<file path="config.mk">
export PLATFORM = sky130hd
export DESIGN_NAME = d5m_stream_gen
export DESIGN_NICKNAME = d
export VERILOG_FILES = /design/src/rtl/d5m_stream_gen.sv
export SDC_FILE = /design/constraint.sdc
export NUM_CORES = 1
export LEC_CHECK = 0
export CORE_MARGIN = 3
export CORE_UTILIZATION = 30
export CTS_CLUSTER_DIAMETER = 60
export CTS_CLUSTER_SIZE = 14
export DETAILED_ROUTE_END_ITERATION = 10
export PLACE_DENSITY = 0.51
export SKIP_CTS_REPAIR_TIMING = 1
export SLEW_MARGIN = 20
export SYNTH_ARGS = -nofsm -noshare
export SYNTH_HDL_FRONTEND = slang
export SYNTH_SLANG_ARGS = --single-unit
</file>
<file path="constraint.sdc">
create_clock -name iCLK -period 8.4 [get_ports iCLK]
set_input_delay 1.68 -clock iCLK [delete_from_list [all_inputs] [get_ports iCLK]]
set_output_delay 1.68 -clock iCLK [all_outputs]
set_load 0.02 [all_outputs]
</file>
<file path="src/rtl/d5m_stream_gen.sv">
// d5m_stream_gen: synthetic D5M sensor transmitter producing FVAL/LVAL-framed 12-bit Bayer test patterns
module d5m_stream_gen #(
  parameter int H_ACTIVE = 1280,
  parameter int V_ACTIVE = 960,
  parameter int H_BLANK  = 16,
  parameter int V_BLANK  = 32,
  parameter int FV2LV    = 4,
  parameter int LV2FV    = 4
) (
  input  logic        iCLK,
  input  logic        iRST_N,
  input  logic        iSTART,
  input  logic        iEND,
  input  logic [1:0]  iPATTERN,
  output logic [11:0] oDATA,
  output logic        oLVAL,
  output logic        oFVAL,
  output logic [15:0] oX_Cont,
  output logic [15:0] oY_Cont,
  output logic [31:0] oFrame_Cont,
  output logic        oBUSY
);
  typedef enum logic [2:0] {IDLE, FRONT, LINE, HBLANK, BACK, VBLANK} state_t;
  localparam logic [15:0] H_W     = 16'(H_ACTIVE);
  localparam logic [15:0] X_LAST  = 16'(H_ACTIVE - 1);
  localparam logic [15:0] Y_LAST  = 16'(V_ACTIVE - 1);
  localparam logic [15:0] HB_LAST = 16'(H_BLANK - 1);
  localparam logic [15:0] VB_LAST = 16'(V_BLANK - 1);
  localparam logic [15:0] FV_LAST = 16'(FV2LV - 1);
  localparam logic [15:0] LV_LAST = 16'(LV2FV - 1);
  state_t      state;
  logic [15:0] cnt, acc, acc_sum, acc_nxt, x_nxt, y_nxt;
  logic [2:0]  bar, bar_nxt;
  logic [1:0]  pat;
  logic [11:0] pix_nxt;
  logic        stop, wrap;
  function automatic logic [11:0] pix(input logic [1:0] p, input logic [11:0] x, input logic [11:0] y,
                                      input logic [2:0] b, input logic [11:0] f);
    logic s;
    s = (x[0] == y[0]) ? b[1] : (x[0] ? b[2] : b[0]);
    return p == 2'd0 ? x : p == 2'd1 ? y : p == 2'd2 ? {12{s}} : f;
  endfunction
  // next pixel position and bar index; acc tracks (X*8) mod H_ACTIVE so bars need no divider
  always_comb begin
    acc_sum = acc + 16'd8;
    wrap    = acc_sum >= H_W;
    x_nxt   = state == LINE ? oX_Cont + 16'd1 : 16'd0;
    acc_nxt = state != LINE ? 16'd0 : wrap ? acc_sum - H_W : acc_sum;
    bar_nxt = state != LINE ? 3'd0 : wrap ? bar + 3'd1 : bar;
    y_nxt   = state == HBLANK ? oY_Cont + 16'd1 : oY_Cont;
    pix_nxt = pix(pat, x_nxt[11:0], y_nxt[11:0], bar_nxt, oFrame_Cont[11:0]);
  end
  // frame timing FSM with registered outputs and sticky stop request
  always_ff @(posedge iCLK or negedge iRST_N) begin
    if (!iRST_N) begin
      state       <= IDLE;
      cnt         <= '0;
      acc         <= '0;
      bar         <= '0;
      pat         <= '0;
      stop        <= 1'b0;
      oDATA       <= '0;
      oLVAL       <= 1'b0;
      oFVAL       <= 1'b0;
      oX_Cont     <= '0;
      oY_Cont     <= '0;
      oFrame_Cont <= '0;
      oBUSY       <= 1'b0;
    end else begin
      if (state != IDLE && iEND) stop <= 1'b1;
      case (state)
        IDLE: if (iSTART && !iEND) begin
          state <= FRONT;
          cnt   <= '0;
          pat   <= iPATTERN;
          oFVAL <= 1'b1;
          oBUSY <= 1'b1;
        end
        FRONT, HBLANK: if ((state == FRONT && cnt == FV_LAST) || (state == HBLANK && cnt == HB_LAST)) begin
          state   <= LINE;
          oLVAL   <= 1'b1;
          oX_Cont <= x_nxt;
          oY_Cont <= y_nxt;
          acc     <= acc_nxt;
          bar     <= bar_nxt;
          oDATA   <= pix_nxt;
        end else cnt <= cnt + 16'd1;
        LINE: if (oX_Cont == X_LAST) begin
          oLVAL   <= 1'b0;
          oX_Cont <= '0;
          oDATA   <= '0;
          cnt     <= '0;
          state   <= oY_Cont == Y_LAST ? BACK : HBLANK;
          if (oY_Cont == Y_LAST) oY_Cont <= '0;
        end else begin
          oX_Cont <= x_nxt;
          acc     <= acc_nxt;
          bar     <= bar_nxt;
          oDATA   <= pix_nxt;
        end
        BACK: if (cnt == LV_LAST) begin
          state       <= VBLANK;
          cnt         <= '0;
          oFVAL       <= 1'b0;
          oFrame_Cont <= oFrame_Cont + 32'd1;
        end else cnt <= cnt + 16'd1;
        VBLANK: if (cnt == VB_LAST) begin
          cnt <= '0;
          if (stop || iEND) begin
            state <= IDLE;
            stop  <= 1'b0;
            oBUSY <= 1'b0;
          end else begin
            state <= FRONT;
            pat   <= iPATTERN;
            oFVAL <= 1'b1;
          end
        end else cnt <= cnt + 16'd1;
        default: state <= IDLE;
      endcase
    end
  end
endmodule

</file>
==> impl_metrics.csv, run 1 <==
group,metric,value,unit
outcome,status,"finished clean",
timing,maxSlewViolCount,0,
cts,cts_root_buffer,"clkbuf_16",
hold_path,hp-class,"flip-flop to flip-flop",
setup_path,start_kind,"flip-flop",
timing,relSlewSlack,0.373,
timing,skew,0.00943,ns
timing,fin_setup_tns,0,ns
floorplanning,fp.dieH,156,um
synthesis,synthesis.instances,781,
grt,grt_pass1_wl,32.0,mm
floorplanning,core_region_area,0.0220,sq mm
grt,grt_usage,0.163,
route,drt-pass1-iter-count,5,
timing,rsz0062_at_grt,"no",
hold_path,holdPathStages,1,
placed_design,routabilityCongestion,0.788,
floorplanning,initial_utilization,0.307,
synthesis,syn-num-nets,793,
grt,antenna_found_initial,0,
timing,finalSetupViolCount,0,
cts,clkLatencyLatePin,0.41,ns
setup_path,critPathMaxFanout,31,
cts,cts_sinks,117,
pwr,power.density,236,mW/mm^2
timing,max_freq,0.274,GHz
route,ant_nets,0,
setup_path,crit_path_cell_trace,"inv_1 -> nand2_1 -> a31o_2 -> nand3_1 -> nor2_1 -> nand4_1 -> o21ai_0",
setup_path,cp.arrival,3.99,ns
cts,cts_tree,"yes",
cts,cts_buffer_depth,2,
synthesis,syn_area_per_cell,8.67,sq um
grt,grt_max_degree,64,
synthesis,syn-cell-area,0.00677,sq mm
setup_path,reg2regPathDepth,7,
route,via_per_inst,5.32,
flow_run,max-cap-violations,0,
pwr,power,2.01,mW
synthesis,synth-seq-cells,117,
grt,grt_pass1_vias,5764,
floorplanning,fp.dieW,156,um
cells_and_area,syn2layout_area_growth,25.4,%
synthesis,synth.yosys.seq_area_share,0.433,
timing,worst_slew_pin_slew,0.940,ns
pwr,peakVddDrop,0.000127,V
floorplanning,die_area,0.0244,sq mm
synthesis,ys.flop_type,"dfrtp_1",
cells_and_area,n_antenna_cell,0,
timing,period_share,0.434,
placed_design,dp_hpwl,13.7,mm
setup_path,crit_slowest_cell,"dfrtp_1",
synthesis,synth-edff-count,0,
floorplanning,rows,54,
cells_and_area,final_util,0.385,
cells_and_area,drive_above_1_share,0.0655,
cells_and_area,instances_no_fill,1150,
cells_and_area,nets,869,
route,drt_iter0_drc,430,
cts,clkTransAtPathRegs,0.06,ns
timing,period_minus_slack,3.65,ns
cells_and_area,most-common-layout-cells,"dfrtp_1, o21ai_0, nand2_1",
cts,h-tree-depth,4,
synthesis,synthArstFlopShare,1.00,
route,vias,6123,
route,drc,0,
placed_design,port_buffers,84,
synthesis,synthDistinctLibCells,65,
cells_and_area,mostFrequentLayoutCell,"dfrtp_1",
timing,hold_viol,0,
setup_path,cp.required,8.74,ns
pwr,p_leak,3.49,nW
grt,grt_overflow,0,
cts,cts_made_buffers,17,
placed_design,placed_cells,1118,
timing,fin_ws,4.75,ns
setup_path,worst-setup-path-type,"flip-flop to flip-flop",
synthesis,synth_warnings,0,
placed_design,place_ws,4.41,ns
setup_path,slowest_delay,0.80,ns
route,routed_wl,19.5,mm
floorplanning,ios,85,
setup_path,end_kind,"flip-flop",
route,wl_per_cell,16.9,um
## layer usage
metal / vias to the layer above / track usage / routed length (um)
li1: 2993 / - / -
met1: 2978 / 0.235 / 9660
met2: 135 / 0.255 / 8770
met3: 17 / 0.0260 / 759
met4: 0 / 0.0425 / 254
met5: - / 0 / 0
## synth_stat cells, types with 4 or more instances
cell type,n,area share
dfrtp_1,117,0.43
o21ai_0,104,0.077
nand2_1,103,0.057
nor2_1,71,0.039
xnor2_1,41,0.053
and3_1,30,0.028
a21oi_1,29,0.021
clkbuf_1,27,0.015
nand3_1,26,0.019
nor3_1,21,0.016
nand4_1,19,0.018
xor2_1,19,0.025
inv_1,17,0.0094
a22o_1,9,0.012
o31ai_1,9,0.010
a31oi_1,8,0.0074
and2_1,8,0.0074
a2111oi_0,7,0.0091
a21o_1,6,0.0067
a22oi_1,6,0.0067
ha_1,6,0.011
nand2b_1,6,0.0055
a221oi_1,5,0.0065
buf_1,5,0.0028
mux2i_1,5,0.0074
nor2_2,4,0.0037
nor2b_1,4,0.0037
nor4_1,4,0.0037
o211ai_1,4,0.0044
or3_1,4,0.0037
or4_1,4,0.0044
## power breakdown
part / switching [mW] / internal [mW]
clock network: 0.268 / 0.481
logic: 0.354 / 0.200
registers: 0.0857 / 0.618
## logic make-up (layout without fill, tap and decap cells)
kind of cell    after synthesis  count (layout)  synth area share
compound gates              220             220             0.204
xor+xnor                     61              61            0.0800
fa+ha+maj                     6               6            0.0111
buf+inv                      52             141            0.0303
flops                       117             117             0.433
mux                           8               8            0.0124
simple gates                317             317             0.230
## worst paths after layout
path | slack, ns | start | to
hold / removal | 0.47 | oFrame_Cont[31]$_DFFE_PN0P_ | oFrame_Cont[31]$_DFFE_PN0P_
setup reg to reg | 4.75 | state[0]$_DFFE_PN0P_ | cnt[14]$_DFFE_PN0P_
max in group asynchronous | 5.73 | iRST_N | oY_Cont[6]$_DFFE_PN0P_
setup / recovery | 4.75 | state[0]$_DFFE_PN0P_ | cnt[14]$_DFFE_PN0P_
min in group asynchronous | 1.33 | iRST_N | oX_Cont[12]$_DFFE_PN0P_
hold reg to reg | 0.47 | oFrame_Cont[31]$_DFFE_PN0P_ | oFrame_Cont[31]$_DFFE_PN0P_
## critical path: cells and delay by family, from the launching register on
family	cells	cell delay (ns)
compound gates	2	0.80
simple gates	4	1.60
flops	1	0.80
buf+inv	1	0.35
## through the flow
step / cell area (sq um) / hold slack, ns
floorplan: 6770 / 0.456
global placement: 7890 / 0.461
detailed placement: 7890 / 0.465
CTS: 8480 / 0.472
global route: 8490 / 0.487
finish: 8490 / 0.473
## state kept, by name (all words and copies together), names as in the netlist
| register | flops |
|---|---|
| oDATA | 12 |
| state | 3 |
| oFVAL | 1 |
| acc | 13 |
| cnt | 16 |
| oBUSY | 1 |
| oLVAL | 1 |
| oY_Cont | 16 |
| pat | 2 |
| oFrame_Cont | 32 |
| oX_Cont | 16 |
| bar | 3 |
| stop | 1 |
## cell type report
| cell class | count | area (sq um) |
|---|---|---|
| repair buffers | 92 | 898 |
| inverters | 17 | 63.8 |
| clock buffers | 23 | 468 |
| flip-flops and latches | 117 | 2930 |
| fillers | 2221 | 13500 |
| multi-input cells | 612 | 3650 |
| clock inverters | 9 | 126 |
| well taps | 280 | 350 |
No activity file was read; power rests on OpenSTA's default activity.
==> inputs of run 2 (changes only) <==
Clock period 8.4 ns to 3.6 ns, I/O delays scaled along.
==> impl_metrics.csv, run 2 (same netlist as run 1, synthesis figures left out) <==
group,metric,value,unit
setup_path,crit_slowest_cell,"or4_4",
pwr,power,4.70,mW
timing,maxSlewViolCount,0,
route,drc,0,
cts,cts_buffer_depth,2,
setup_path,worst-setup-path-type,"flip-flop to flip-flop",
grt,antenna_found_initial,0,
cells_and_area,nets,881,
timing,hold_viol,0,
cells_and_area,fill_cells,2243,
timing,worst_slew_pin_slew,0.989,ns
cts,h-tree-depth,4,
floorplanning,initial_utilization,0.307,
setup_path,cp.arrival,3.30,ns
cells_and_area,largest_reg_flops,32,
floorplanning,fp.dieH,156,um
setup_path,rr_startpoint,"cnt[9]$_DFFE_PN0P_",
pwr,power.density,548,mW/mm^2
cells_and_area,top_register,"oFrame_Cont",
cts,cts_root_buffer,"clkbuf_16",
route,routed_wl,19.8,mm
timing,rsz0062_at_grt,"no",
cts,cts_made_buffers,17,
timing,fin_setup_tns,0,ns
setup_path,end_kind,"flip-flop",
grt,grt_pass1_wl,32.3,mm
grt,grt_overflow,0,
grt,grt_max_degree,55,
cts,clkTransAtPathRegs,0.06,ns
floorplanning,rows,54,
setup_path,cp_num_buf_inv,0,
route,via_per_inst,5.26,
cells_and_area,final_util,0.390,
setup_path,cp.required,3.94,ns
cells_and_area,n_antenna_cell,0,
cts,cts_tree,"yes",
flow_run,max-cap-violations,0,
setup_path,cp_common_cell,"or4_4",
timing,relSlewSlack,0.338,
placed_design,dp_hpwl,14.3,mm
cells_and_area,mostFrequentLayoutCell,"dfrtp_1",
timing,skew,0.00749,ns
floorplanning,ios,85,
route,ant_nets,0,
setup_path,start_kind,"flip-flop",
grt,grt_usage,0.166,
timing,period_share,0.821,
setup_path,critPathMaxFanout,8,
floorplanning,core_region_area,0.0220,sq mm
outcome,status,"finished clean",
cells_and_area,drive_above_1_share,0.0828,
route,vias,6117,
cells_and_area,most-common-layout-cells,"dfrtp_1, o21ai_0, nand2_1",
cts,cts_sinks,117,
grt,grt_pass1_vias,5902,
placed_design,routabilityCongestion,0.799,
timing,period_minus_slack,2.96,ns
pwr,p_leak,3.53,nW
setup_path,crit_path_start,"cnt[9]$_DFFE_PN0P_",
setup_path,slowest_delay,0.61,ns
cts,clkLatencyLatePin,0.41,ns
route,drt-pass1-iter-count,5,
setup_path,cp_top_family,"simple AND/OR/NAND/NOR gates",
timing,finalSetupViolCount,0,
cells_and_area,multi_input_comb_area,0.00365,sq mm
floorplanning,fp.dieW,156,um
timing,max_freq,0.338,GHz
hold_path,hp-class,"input port to asynchronous set/reset pin",
floorplanning,die_area,0.0244,sq mm
route,wl_per_cell,17.1,um
cells_and_area,syn2layout_area_growth,26.8,%
placed_design,port_buffers,84,
pwr,peakVddDrop,0.000220,V
setup_path,crit_path_cell_trace,"or4_4 -> nor4_4 -> nand4_4 -> or4_4 -> or2_1 -> nor2_4 -> xor2_2",
route,drt_iter0_drc,324,
cells_and_area,seq_area,0.00293,sq mm
## run 2: cell types whose count changed in the layout (fill, tap and decap cells not counted), sizes merged
cell,delta
buf,+12
clkbuf,-6
clkinvlp,+5
bufinv,-1
clkinv,+1
inv,+1
## run 2: stage by stage
step | hold WS, ns | setup WS, ns | instances | instance area (sq um)
after CTS | 0.342 | 0.628 | 1162 | 8580
final | 0.328 | 0.643 | 1162 | 8580
after global routing | 0.362 | 0.442 | 1162 | 8580
after detailed placement | 0.467 | 0.618 | 1130 | 7990
after global placement | 0.465 | 0.510 | 1130 | 7990
after floorplan | 0.424 | 0.879 | 781 | 6770
## run 2: report_power, final
group	leakage [nW]	total, mW	internal [mW]	switching, mW
combinational	1.67	1.42	0.525	0.894
sequential	1.60	1.60	1.44	0.163
clock	0.267	1.68	1.02	0.656
total	3.53	4.70	2.99	1.71
## run 2: cell type report
class,count,share of cell area
multi-input cells,612,0.426
flip-flops and latches,117,0.341
repair buffers,104,0.117
clock buffers,17,0.0496
well taps,280,0.0408
clock inverters,15,0.0185
inverters,17,0.00744
## run 2: routing by layer
layer  global-route usage  part of all wire  vias up
li1                     -                 -     3023
met1                0.232              0.49     2957
met2                0.258              0.46      118
met3               0.0346             0.040       19
met4               0.0496             0.014        0
met5                    0                 0        -
## run 2: path summary, 6_finish.rpt
| check | slack [ns] | cells past startpoint | end |
|---|---|---|---|
| setup reg to reg | 0.64 | 7 | oFrame_Cont[24]$_DFFE_PN0P_ |
| setup / recovery | 0.64 | 7 | oFrame_Cont[24]$_DFFE_PN0P_ |
| hold reg to reg | 0.47 | 1 | oFrame_Cont[31]$_DFFE_PN0P_ |
| hold / removal | 0.33 | 1 | oX_Cont[6]$_DFFE_PN0P_ |
| min in group iCLK | 0.47 | 1 | oFrame_Cont[31]$_DFFE_PN0P_ |
| max in group asynchronous | 2.50 | 2 | cnt[10]$_DFFE_PN0P_ |
